### src/rtl/demux10_router.sv
// 1-to-10 valid/ready stream demultiplexer with a one-entry register per channel.
// Beats with an out-of-range select are consumed, dropped and counted.
module demux10_router #(
    parameter int DATA_W = 8,
    parameter int CNT_W  = 8
) (
    input  logic                 clk,
    input  logic                 rst_n,
    input  logic                 in_valid,
    output logic                 in_ready,
    input  logic [DATA_W-1:0]    in_data,
    input  logic [3:0]           in_sel,
    output logic [9:0]           out_valid,
    input  logic [9:0]           out_ready,
    output logic [10*DATA_W-1:0] out_data,
    output logic [CNT_W-1:0]     drop_cnt,
    output logic                 err_pulse
);
    localparam int NCH = 10;

    logic [NCH-1:0]    sel_hot;
    logic [NCH-1:0]    room;
    logic [NCH-1:0]    valid_reg;
    logic [DATA_W-1:0] data_reg [NCH];
    logic [CNT_W-1:0]  drop_cnt_reg;
    logic              err_reg;
    logic              sel_ok;
    logic              accept;
    logic              drop;

    // One-hot decode keeps the ready mux in range for selects 10..15.
    assign sel_ok   = |sel_hot;
    assign in_ready = ~sel_ok | (|(sel_hot & room));
    assign accept   = in_valid & in_ready;
    assign drop     = accept & ~sel_ok;

    generate
        for (genvar gi = 0; gi < NCH; gi++) begin : g_ch
            localparam logic [3:0] CH = gi;

            assign sel_hot[gi] = (in_sel == CH);
            // A full channel can still take a beat in the cycle it drains.
            assign room[gi]    = ~valid_reg[gi] | out_ready[gi];

            always_ff @(posedge clk or negedge rst_n) begin
                if (!rst_n) begin
                    valid_reg[gi] <= 1'b0;
                    data_reg[gi]  <= '0;
                end else if (accept && sel_hot[gi]) begin
                    valid_reg[gi] <= 1'b1;
                    data_reg[gi]  <= in_data;
                end else if (valid_reg[gi] && out_ready[gi]) begin
                    valid_reg[gi] <= 1'b0;
                end
            end

            assign out_data[gi*DATA_W +: DATA_W] = data_reg[gi];
        end
    endgenerate

    always_ff @(posedge clk or negedge rst_n) begin
        if (!rst_n) begin
            drop_cnt_reg <= '0;
            err_reg      <= 1'b0;
        end else begin
            err_reg <= drop;
            if (drop && drop_cnt_reg != {CNT_W{1'b1}}) begin
                drop_cnt_reg <= drop_cnt_reg + CNT_W'(1);
            end
        end
    end

    assign out_valid = valid_reg;
    assign drop_cnt  = drop_cnt_reg;
    assign err_pulse = err_reg;
endmodule

### config.mk
export PLATFORM = sky130hd
export DESIGN_NAME = demux10_router
export DESIGN_NICKNAME = d
export VERILOG_FILES = /design/src/rtl/demux10_router.sv
export SDC_FILE = /design/constraint.sdc
export NUM_CORES = 1
export LEC_CHECK = 0
export BUFFER_PORTS_ARGS = -buffer_cell sky130_fd_sc_hd__buf_2
export CORE_ASPECT_RATIO = 0.6
export CORE_MARGIN = 2
export CORE_UTILIZATION = 50
export CTS_BUF_LIST = sky130_fd_sc_hd__clkbuf_8
export CTS_CLUSTER_DIAMETER = 120
export CTS_CLUSTER_SIZE = 25
export DETAILED_ROUTE_END_ITERATION = 8
export PLACE_DENSITY = 0.78
export SLEW_MARGIN = 40
export SYNTH_ARGS = -nofsm -noshare
export SYNTH_HDL_FRONTEND = slang
export SYNTH_SLANG_ARGS = --single-unit
### constraint.sdc
create_clock -name clk -period 2.4 [get_ports clk]
set_clock_uncertainty 0.1 [all_clocks]
set_input_delay 0.48 -clock clk [delete_from_list [all_inputs] [get_ports clk]]
set_output_delay 0.48 -clock clk [all_outputs]
set_load 0.005 [all_outputs]
* Word-level counts from Yosys, hierarchy flattened
Index checks and enable logic that the tools add are counted.
** Storage, ports and cells
- Bits in registers :: 99
- Logic and storage cells :: 112
** Cells by class
- Eq/ne operators :: 10
- Add/sub/neg operators :: 1
- Mux-type cells :: 20
- Bitwise gates (word level) :: 25
- Reductions and logical operators :: 34
** Operator list (count)
- logical AND 1 bit :: 21
- two-way mux 1 bit :: 20
- nonzero test 2 bit :: 10
- OR reduction 10 bit :: 2
- == test 4 x 3 -> 1 bit, second input constant :: 4
- inverter 1 bit :: 11
- OR 1 bit :: 11
- AND 10 bit :: 1
- adder 8 x 1 -> 8 bit, second input constant :: 1
- == test 4 x 2 -> 1 bit, second input constant :: 2
- == test 4 bit, second input constant :: 2
- inequality test 8 bit, second input constant :: 1
- == test 4 x 1 -> 1 bit, second input constant :: 1
- zero test 4 bit :: 1
- AND 1 bit :: 2

* Depth between registers and ports, before layout
Gate-level depths: netlist of the first run.
- Word-level depth :: 8
- Depth in mapped cells :: 7

* Worst setup path before layout of the first run
OpenSTA, ideal clock, no wires.
- Kind :: in2reg
- Start :: input port in_sel[1]
- End :: register data_reg (netlist bit out_data[72])
- Library setup time :: 0.125 ns
- Stages :: 7
- Data arrival time :: 1.953 ns
- Setup slack :: 0.222 ns
- Path through :: buf_6 or3b_1 a41oi_2 o211ai_2 and3_1 buf_6 mux2_4
** On the way
- Cells in the longest elaborated chain, start to end :: 6
- Elaborated cells between the ends (all ways) :: 17
- Those cells by class :: 9 x eq/ne; 4 x bitwise; 4 x reduce/logical
** Ends and longest elaborated chain
- start, declared :: line 12 : input logic [3:0] in_sel,
- == test 4 x 1 -> 1 bit (tied with other cells) :: line 41 : assign sel_hot[gi] = (in_sel == CH);
- AND 10 bit / OR reduction 10 bit (equally long branches) :: line 33, 32
- OR reduction 10 bit / inverter 1 bit (equally long branches) :: line 33 : assign in_ready = ~sel_ok | (|(sel_hot & room));
- OR 1 bit :: line 33
- AND 1 bit :: line 34 : assign accept = in_valid & in_ready;
- logical AND 1 bit (*) :: line 49 : end else if (accept && sel_hot[gi]) begin
- end signal, assigned by index :: line 51 : data_reg[gi] <= in_data;
- end, declared :: line 24 : logic [DATA_W-1:0] data_reg [NCH];
Mark *: on every way between the ends. The rest lies on a longest branch, timed or not.
A chain may end at the register's enable or synchronous reset.

* Worst setup path after layout of the first run
- Start :: register valid_reg[5] (netlist: out_valid[5])
- End :: output port in_ready
** On the way
- Cells in the longest elaborated chain, start to end :: 5
** Ends and longest elaborated chain
- start, declared :: line 23 : logic [NCH-1:0] valid_reg;
- start signal, assigned by index :: line 47 : valid_reg[gi] <= 1'b0;
- start signal, assigned by index :: line 50 : valid_reg[gi] <= 1'b1;
- start signal, assigned by index :: line 53 : valid_reg[gi] <= 1'b0;
- inverter 1 bit :: line 43 : assign room[gi] = ~valid_reg[gi] | out_ready[gi];
- OR 1 bit :: line 43
- AND 10 bit :: line 33
- OR reduction 10 bit :: line 33
- OR 1 bit :: line 33
- end, declared :: line 10 : output logic in_ready,
Every way passes these cells.

==> results of run 1 <==
[cells in the mapped netlist]
| cell type | instances |
|---|---|
| nor3b_1 | 2 |
| dfrtp_1 | 99 |
| xor2_1 | 2 |
| nor3_1 | 1 |
| nand2_1 | 6 |
| or2_2 | 2 |
| nand4b_1 | 1 |
| o21ai_0 | 5 |
| nor2_1 | 11 |
| o2111ai_1 | 1 |
| a21o_1 | 1 |
| buf_6 | 3 |
| nor4bb_1 | 1 |
| mux2_2 | 73 |
| o2111ai_4 | 1 |
| mux2_4 | 8 |
| xnor2_1 | 3 |
| o211ai_2 | 1 |
| nand2_2 | 3 |
| nor3_2 | 1 |
| nand3_1 | 6 |
| nand3b_2 | 1 |
| nand4_1 | 2 |
| and3_1 | 5 |
| nand3b_1 | 3 |
| a41oi_2 | 1 |
| mux2i_1 | 1 |
| nor2_2 | 2 |
| nand2b_1 | 4 |
| a211oi_1 | 1 |
| buf_1 | 8 |
| o22ai_1 | 2 |
| o21ai_1 | 1 |
| ha_1 | 1 |
| nor2b_1 | 2 |
| inv_1 | 6 |
| or3b_1 | 1 |
| a21oi_1 | 2 |
| nand4bb_1 | 1 |
[through the flow]
step / hold WS, ps / area (um2) / worst slack (ps) / setup TNS [ps]
global placement: 382 / 4810 / 119 / 0
CTS: 175 / 4990 / 22.0 / 0
global route: 196 / 5070 / -68.7 / -68.7
floorplan: 84.4 / 4030 / 222 / 0
finish: 189 / 5070 / -8.06 / -8.06
detailed placement: 390 / 4810 / 106 / 0
[layout make-up]
class	count	area, um2	share of cell area
Clock buffer	10	138	0.0272
Tap cell	108	135	0.0267
Multi-Input combinational cell	159	1480	0.291
Sequential cell	99	2480	0.489
Inverter	6	22.5	0.00444
Clock inverter	5	22.5	0.00444
Timing Repair Buffer	144	798	0.157
[layer usage]
layer | up-vias | track usage
li1 | 1261 | -
met1 | 1383 | 0.318
met2 | 94 | 0.326
met3 | 10 | 0.0831
met4 | 0 | 0.0745
met5 | - | 0
[cell families (layout without fill, tap and decap cells)]
group	after synthesis	in the layout	share of synthesized area
buffers and inverters	17	165	0.0214
XOR/XNOR	5	5	0.0109
AO/OA/AOI/OAI	16	16	0.0326
AND/OR/NAND/NOR	55	55	0.0799
adder cells (fa/ha/maj)	1	1	0.00311
multiplexers	82	82	0.237
flip-flops	99	99	0.615
[critical path, delay by kind of cell, from the launching register on]
family | cells | cell delay, ps
AO/OA/AOI/OAI | 2 | 320
buffers and inverters | 2 | 260
flip-flops | 1 | 360
AND/OR/NAND/NOR | 2 | 520
[what timing repair did]
item / in CTS / in global routing
hold buffers: 1 / 0
endpoints found under the setup margin: 1 / 1
pin swaps: 1 / 2
gates resized for setup: 0 / 5
buffers inserted: 1 / 7
hold endpoints to repair: 15 / 0
[placed cells by master (no fill, tap or decap), types with 3 or more instances in the layout]
master	synthesis	routed
dfrtp_1	99	99
nand2_1	6	6
xnor2_1	3	3
nand2b_1	4	3
o21ai_0	5	5
nand3b_1	3	3
clkinv_2	0	3
nand3_1	6	6
buf_4	0	18
nand2_2	3	3
inv_1	6	8
clkbuf_8	0	10
nor2_1	11	11
and3_1	5	5
mux2_2	73	73
mux2_4	8	8
buf_2	0	122
[power groups by stage]
stage / clock, mW / combinational (mW) / sequential (mW)
2_1_floorplan: 0 / 0.364 / 2.20
3_3_place_gp: 0 / 0.827 / 2.18
3_5_place_dp: 0 / 0.851 / 2.20
4_1_cts: 0.945 / 0.856 / 2.17
5_1_grt: 0.997 / 0.954 / 2.21
6_report: 0.923 / 0.863 / 2.17
[final timing paths]
kind                                            end  slack, ps  cells past startpoint                startpoint
max                                        in_ready         -8                      6  out_valid[5]$_DFFE_PN0P_
min                        out_valid[7]$_DFFE_PN0P_        190                      2              out_ready[7]
max reg2reg                out_data[64]$_DFFE_PN0P_        120                      8  out_valid[5]$_DFFE_PN0P_
min reg2reg                out_data[62]$_DFFE_PN0P_        410                      1  out_data[62]$_DFFE_PN0P_
max in group asynchronous   drop_cnt[1]$_DFFE_PN0P_       1020                      3                     rst_n
min in group asynchronous  out_data[41]$_DFFE_PN0P_        540                      2                     rst_n
==> impl_metrics.tcl, run 1 <==
set metrics [dict create \
    synth_area_leaders "dfrtp_1 62%, mux2_2 20%, mux2_4 3.0%" \
    yosysSeqAreaShare 0.615 \
    dp_cells 507 \
    netlist_instances 275 \
    synth_seq_cells 99 \
    avgSynthCellArea_um2 14.6 \
    numPortBuffers 124 \
    synth_top_cell_by_area "dfrtp_1" \
    start_util 0.513 \
    hold_path.class "primary input to register" \
    die_h_um 73.5 \
    instances_no_fill 531 \
    netlist.area_leader.share 0.615 \
    firstDrtPassIters 4 \
    final_nets 445 \
    top_layer "met4" \
    clk_latency_ps 370 \
    antenna_cells 0 \
    cts_sinks 99 \
    io_pins 125 \
    cts-buffers-inserted 9 \
    grt_remaining_overflow 0 \
    drt_wl_total_um 9510 \
    cts_max_level 3 \
    die_width_um 120 \
    num_vias 2748 \
    dr_wl_met3_um 808 \
    combPwrFrac 0.218 \
    power_frac_seq 0.548 \
    clk_pin_slew_ps 90 \
    cpMostUsedCell "buf_6" \
    rsz0062_at_grt "true" \
    grt_pass1_vias 2691 \
    fin_util 0.646 \
    grt_usage 0.225 \
    period_needed_ps 2410 \
    met2_wirelength_um 4120 \
    hold_viol_final 0 \
    grt_antenna_before_repair 0 \
    period_share 1.00 \
    drtAntennaViolNets 0 \
    status "finished, violations left" \
    power.internal_mw 2.86 \
    worst_pin_slew_ps 559 \
    drive_gt1_frac 0.596 \
    swShare 0.277 \
    finalSetupViolations 1 \
    grt_max_degree 45 \
    syn_area_um2 4030 \
    wire_per_inst_um 17.9 \
    final_max_slew_viol_count 0 \
    power.density_nw_per_um2 780 \
    fp.dieArea_um2 8810 \
    max_stage_delay_ps 380 \
    violations "setup timing" \
    yosysWarnings 0 \
    ys_types 39 \
    worstSetupPathType "register to output port" \
    cp_data_required_time_ps 1820 \
    slew_headroom 0.627 \
    critical_path_arrival_ps 1830 \
    dp_hpwl_um 6870 \
    maxCapViolations 0 \
    drt_iter0_drc 114 \
    startpoint_type "register" \
    synth_nets 301 \
    cp_max_fo 3 \
    largest_reg_flops 80 \
    path_cells "or3b_4 > a41oi_2 > o211ai_2 > buf_6 > nand2b_4 > buf_6" \
    drt_drc_violations_left 0 \
    total_power_mw 3.95 \
    routabilityCongestion 0.826 \
    irDropWorstVdd_uv 422 \
    routedLengthMet1_um 4500 \
    core_um2 7850 \
    p_clk_frac 0.233 \
    fmax_mhz 415 \
    cts_tree "yes" \
    power.switching_mw 1.09 \
    viasPerCell 5.18 \
    placementRows 25 \
    synthToLayoutAreaGrowth_pct 25.9 \
    grt_pass1_wl_um 14600 \
    layout_setup_ws_ps -8.06 \
    critPathCaptureType "output port" \
    nFillCells 641 \
    slowest_stage "or3b_4" \
    p_leak_nw 2.67 \
    root_buffer "clkbuf_8" \
    cts_buffer_depth 2 \
]
Power figures use the tool's default switching activity.
==> run 2, diff against run 1 <==
Clock period 2.4 ns to 2.6 ns, I/O delays scaled along.
==> run 2 against run 1 <==
Compared with the run above: the run now ends clean; non-clock buffer count decreased by 12; global-route usage shrank 0.21 points; sequential share of layout area increased by 0.81 points; sequential cell count unchanged; via count is 2.7% lower; count of clock-buffer cells in the layout unchanged; setup slack gained 170 ps; cell count down 2.3%; sequential power is 8% lower; first-iteration DRC count is 9.6% lower; highest routed layer unchanged; core utilization shrank 1.1 points.
==> impl_metrics.tcl, run 2 (synthesis results as in run 1) <==
set metrics [dict create \
    status "finished clean" \
    cp_data_required_time_ps 1980 \
    hold_path.class "primary input to register" \
    cts_sinks 99 \
    die_h_um 73.5 \
    slew_headroom 0.622 \
    grt_remaining_overflow 0 \
    synthToLayoutAreaGrowth_pct 23.9 \
    final_area_um2 4990 \
    drt_wl_total_um 9090 \
    maxCapViolations 0 \
    startpoint_type "register" \
    hold_viol_final 0 \
    cts_max_level 3 \
    clk_pin_slew_ps 80 \
    grt_max_degree 47 \
    tns_ps 0 \
    placementRows 25 \
    drtAntennaViolNets 0 \
    core_um2 7850 \
    cp_max_fo 6 \
    cts_tree "yes" \
    final_nets 433 \
    instances_no_fill 519 \
    path_cells "or3b_1 > a41oi_2 > o211ai_2 > nand2b_1 > buf_2" \
    dpl-instance-area_um2 4780 \
    critPathCaptureType "output port" \
    max_stage_delay_ps 380 \
    numPortBuffers 124 \
    firstDrtPassIters 4 \
    critical_path_arrival_ps 1820 \
    nFillCells 664 \
    worstSetupPathType "register to output port" \
    final_max_slew_viol_count 0 \
    cts_buffer_depth 2 \
    irDropWorstVdd_uv 493 \
    grt_antenna_before_repair 0 \
    cts-buffers-inserted 9 \
    fp.dieArea_um2 8810 \
    power.density_nw_per_um2 748 \
    drive_gt1_frac 0.582 \
    grt_pass1_wl_um 14500 \
    worst_pin_slew_ps 567 \
    wire_per_inst_um 17.5 \
    slowest_stage "dfrtp_1" \
    finalSetupViolations 0 \
    grt_usage 0.223 \
    holdWs_ps 234 \
    num_vias 2675 \
    drt_drc_violations_left 0 \
    period_share 0.937 \
    io_pins 125 \
    viasPerCell 5.15 \
    drt_iter0_drc 103 \
    p_leak_nw 2.61 \
    fin_util 0.635 \
    rsz0062_at_grt "false" \
    grt_pass1_vias 2634 \
    dp_cells 503 \
    period_needed_ps 2440 \
    mostFrequentLayoutCell "buf_2" \
    dp_hpwl_um 6670 \
    die_width_um 120 \
    largest_reg_flops 80 \
    ctsResizeCount 0 \
    routabilityCongestion 0.790 \
    root_buffer "clkbuf_8" \
    fmax_mhz 410 \
    antenna_cells 0 \
    final_cell_mix "123 x buf_2, 99 x dfrtp_1, 73 x mux2_2" \
    start_util 0.513 \
    clk_latency_ps 370 \
]
-- run 2: changes by cell type in the layout (fill, tap and decap cells not counted) --
cell,change
buf_4,-11
buf_6,-2
inv_1,-2
buf_2,+1
bufinv_16,+1
clkinv_4,+1
nand2b_1,+1
nand2b_4,-1
o21ai_1,+1
o21ai_2,-1
or3b_1,+1
or3b_4,-1
-- run 2: final timing paths --
path                            slack (ps)  depth (start not counted)                      from                  endpoint
worst max-delay path                   160                          5  out_valid[5]$_DFFE_PN0P_                  in_ready
worst min-delay path                   230                          2              out_ready[5]  out_valid[5]$_DFFE_PN0P_
worst max register to register         430                          5  out_valid[5]$_DFFE_PN0P_  out_data[76]$_DFFE_PN0P_
worst min register to register         400                          1   drop_cnt[5]$_DFFE_PN0P_   drop_cnt[5]$_DFFE_PN0P_
max in group asynchronous             1230                          3                     rst_n  out_data[46]$_DFFE_PN0P_
min in group asynchronous              510                          2                     rst_n  out_data[41]$_DFFE_PN0P_
-- run 2: worst max-delay path, delay by kind of cell (launching register included) --
| kind | cells | cell delay (ps) |
|---|---|---|
| AND/OR/NAND/NOR | 2 | 570 |
| flip-flops | 1 | 380 |
| AO/OA/AOI/OAI | 2 | 360 |
| buffers and inverters | 1 | 140 |
-- run 2: final cells by class --
class / instances / area, um2 / area share
Clock buffer: 10 / 138 / 0.0276
Sequential cell: 99 / 2480 / 0.497
Multi-Input combinational cell: 159 / 1460 / 0.293
Tap cell: 108 / 135 / 0.0271
Timing Repair Buffer: 132 / 698 / 0.140
Inverter: 6 / 22.5 / 0.00452
Clock inverter: 5 / 53.8 / 0.0108
-- run 2: through the flow --
stage	setup slack, ps	power, mW
after CTS	140	3.78
final	163	3.73
after floorplan	382	2.36
after global routing	41.0	3.96
after global placement	131	2.77
after detailed placement	78.7	2.80
-- run 2: layer usage --
metal  GRT usage  share of wire  wire (um)
met5           0              0          0
met4      0.0693          0.011        100
met3      0.0862          0.076        693
met2       0.310           0.42       3790
met1       0.325           0.50       4500
-- run 2: repair_timing --
| action | in CTS | in global routing |
|---|---|---|
| hold endpoints to repair | 28 | 0 |
| buffers inserted | 0 | 0 |
| hold buffers | 1 | 0 |
-- run 2: power breakdown --
part | leakage (nW) | internal (mW) | switching (mW) | total, mW
Combinational | 1.22 | 0.442 | 0.322 | 0.764
Clock | 0.102 | 0.462 | 0.504 | 0.966
Sequential | 1.29 | 1.82 | 0.183 | 2.00
==> run 3, diff against run 2 <==
Settings changed: ABC_AREA set to 1, PLACE_DENSITY 0.78 to 0.77.
==> run 3 against run 2 <==
Compared with the run above: global-route usage increased by 4.4 points; synthesized cell count increased by 81%; final area increased by 9.8%; via count increased by 49%; non-clock buffer count increased by 8; sequential cell count unchanged; fmax increased by 17%; sequential power increased by 6%; die area increased by 10%; wire length increased by 38%; sequential share of layout area decreased by 4.4 points; core utilization increased by 0.22 points; largest cell class unchanged.
==> impl_metrics.tcl, run 3 <==
set metrics [dict create \
    status "finished clean" \
    power_frac_seq 0.490 \
    total_power_mw 4.33 \
    yosysWarnings 0 \
    root_buffer "clkbuf_8" \
    io_pins 125 \
    synthToLayoutAreaGrowth_pct 22.7 \
    ys_types 25 \
    startpoint_type "register" \
    nFillCells 743 \
    fp.dieArea_um2 9710 \
    drt_wl_total_um 12500 \
    period_needed_ps 2090 \
    drtAntennaViolNets 0 \
    multi_input_area_um2 1740 \
    synth_edf_count 0 \
    finalSetupViolations 0 \
    power.density_nw_per_um2 791 \
    period_share 0.804 \
    power.switching_mw 1.36 \
    synth_area_leaders "dfrtp_1 56%, nand2_1 17%, nand4_1 11%" \
    mostFrequentLayoutCell "nand2_1" \
    synth_most_common_cell "nand2_1" \
    synthMuxAreaShare 0 \
    async_flop_share 1.00 \
    p_leak_nw 3.08 \
    netlist.area_leader.share 0.556 \
    hold_path.class "primary input to register" \
    worstSetupPathType "register to output port" \
    avgSynthCellArea_um2 8.97 \
    rsz0062_at_grt "false" \
    grt_pass1_vias 3744 \
    start_util 0.519 \
    cts_sinks 99 \
    cp_max_fo 4 \
    tns_ps 0 \
    placementRows 26 \
    largest_reg_flops 80 \
    synthAdderAreaFrac 0.00281 \
    critPathTopFamily "simple AND/OR/NAND/NOR gates" \
    irDropWorstVdd_uv 428 \
    cpMostUsedCell "nand2_1" \
    synth_xor_xnor_area_share 0.0137 \
    drt_drc_violations_left 0 \
    regArea_um2 2480 \
    routabilityCongestion 0.923 \
    die_h_um 77.2 \
    grt_pass1_wl_um 20000 \
    grt_remaining_overflow 0 \
    cts-buffers-inserted 9 \
    synth_compound_area_frac 0.00982 \
    firstDrtPassIters 5 \
    clk_pin_slew_ps 90 \
    path_cells "nand2_1 > nand3_1 > nand2_1 > nor2_1 > nand3_4 > buf_2" \
    combPwrFrac 0.237 \
    synth_seq_cells 99 \
    yosysSeqAreaShare 0.556 \
    cp_data_required_time_ps 1980 \
    dp_hpwl_um 8680 \
    grt_usage 0.267 \
    synth_top_cell_by_area "dfrtp_1" \
    synth_nets 523 \
    fmax_mhz 478 \
    cts_buffer_depth 2 \
    grt_max_degree 66 \
    cts_tree "yes" \
    synth-main-ff-cell "dfrtp_1" \
    clk_latency_ps 380 \
    drive_gt1_frac 0.287 \
    grt_antenna_before_repair 0 \
    cts_setup_buffers 0 \
    netlist_instances 497 \
    final_max_slew_viol_count 0 \
    worst_pin_slew_ps 462 \
    antenna_cells 0 \
    hold_viol_final 0 \
    maxCapViolations 0 \
    viasPerCell 5.42 \
    critPathCaptureType "output port" \
    p_clk_frac 0.273 \
    num_vias 3986 \
    swShare 0.314 \
    critical_path_arrival_ps 1470 \
    numPortBuffers 124 \
    slowest_stage "dfrtp_1" \
    wire_per_inst_um 17.0 \
    final_cell_mix "199 x nand2_1, 122 x buf_2, 99 x dfrtp_1" \
    ctsResizeCount 0 \
    worst-path-buf-inv 1 \
    drt_iter0_drc 366 \
    slew_headroom 0.692 \
    synth_top_family_by_area "simple AND/OR/NAND/NOR gates" \
    max_stage_delay_ps 370 \
    ys_top_cells_by_count "199 x nand2_1, 99 x dfrtp_1, 80 x nand4_1" \
    core_um2 8590 \
    fin_util 0.637 \
    holdWs_ps 224 \
    die_width_um 126 \
    final_nets 645 \
    synth-simple-area-share 0.362 \
    cts_max_level 3 \
    power.internal_mw 2.97 \
    syn_area_um2 4460 \
]
run 3: cell count changes after synthesis, sizes merged, moves of 5 or more:
| cell | change |
|---|---|
| and3 | -5 |
| buf | +8 |
| clkbuf | +10 |
| inv | +20 |
| mux2 | -81 |
| nand2 | +190 |
| nand3 | +17 |
| nand4 | +78 |
| nor2 | +7 |
run 3: power by group through the flow:
stage / clock network, mW / registers [mW] / logic (mW)
6_report: 1.18 / 2.12 / 1.03
5_1_grt: 1.25 / 2.16 / 1.16
4_1_cts: 1.19 / 2.12 / 1.04
3_5_place_dp: 0 / 2.14 / 1.04
3_3_place_gp: 0 / 2.14 / 0.994
2_1_floorplan: 0 / 2.14 / 0.471
run 3: through the flow:
stage                     setup slack (ps)  instance area, um2  instances
final                                  509                5470        736
after global routing                   395                5470        736
after CTS                              503                5470        736
after detailed placement               396                5220        719
after global placement                 457                5220        719
after floorplan                        592                4460        497
run 3: metal layers:
metal / GRT usage / part of all wire
met1: 0.407 / 0.48
met2: 0.372 / 0.42
met3: 0.0684 / 0.091
met4: 0.0835 / 0.013
met5: 0 / 0
run 3: repair_timing:
action,in CTS,in global routing
endpoints found under the hold margin,5,0
setup endpoints to repair,0,0
hold buffers,1,0
run 3: worst paths after layout:
kind / end / cells past startpoint / slack (ps) / start
hold / removal: out_valid[9]$_DFFE_PN0P_ / 2 / 220 / out_ready[9]
hold reg to reg: out_data[12]$_DFFE_PN0P_ / 2 / 380 / out_data[12]$_DFFE_PN0P_
setup / recovery: in_ready / 6 / 510 / out_valid[2]$_DFFE_PN0P_
min in group asynchronous: out_data[53]$_DFFE_PN0P_ / 2 / 540 / rst_n
max in group asynchronous: out_data[69]$_DFFE_PN0P_ / 3 / 1240 / rst_n
setup reg to reg: drop_cnt[4]$_DFFE_PN0P_ / 8 / 780 / drop_cnt[1]$_DFFE_PN0P_
run 3: cell type report:
| type | count | share of cell area |
|---|---|---|
| clock buffer | 9 | 0.0226 |
| clock inverter | 7 | 0.0213 |
| inverter | 27 | 0.0185 |
| multi-input combinational | 342 | 0.318 |
| sequential | 99 | 0.453 |
| tap | 112 | 0.0256 |
| timing repair buffer | 140 | 0.141 |
run 3: kinds of logic after synthesis:
logic type               after synthesis
adder cells (fa/ha/maj)                1
buffers and inverters                 56
XOR/XNOR                               7
AND/OR/NAND/NOR                      326
AO/OA/AOI/OAI                          8
flip-flops                            99
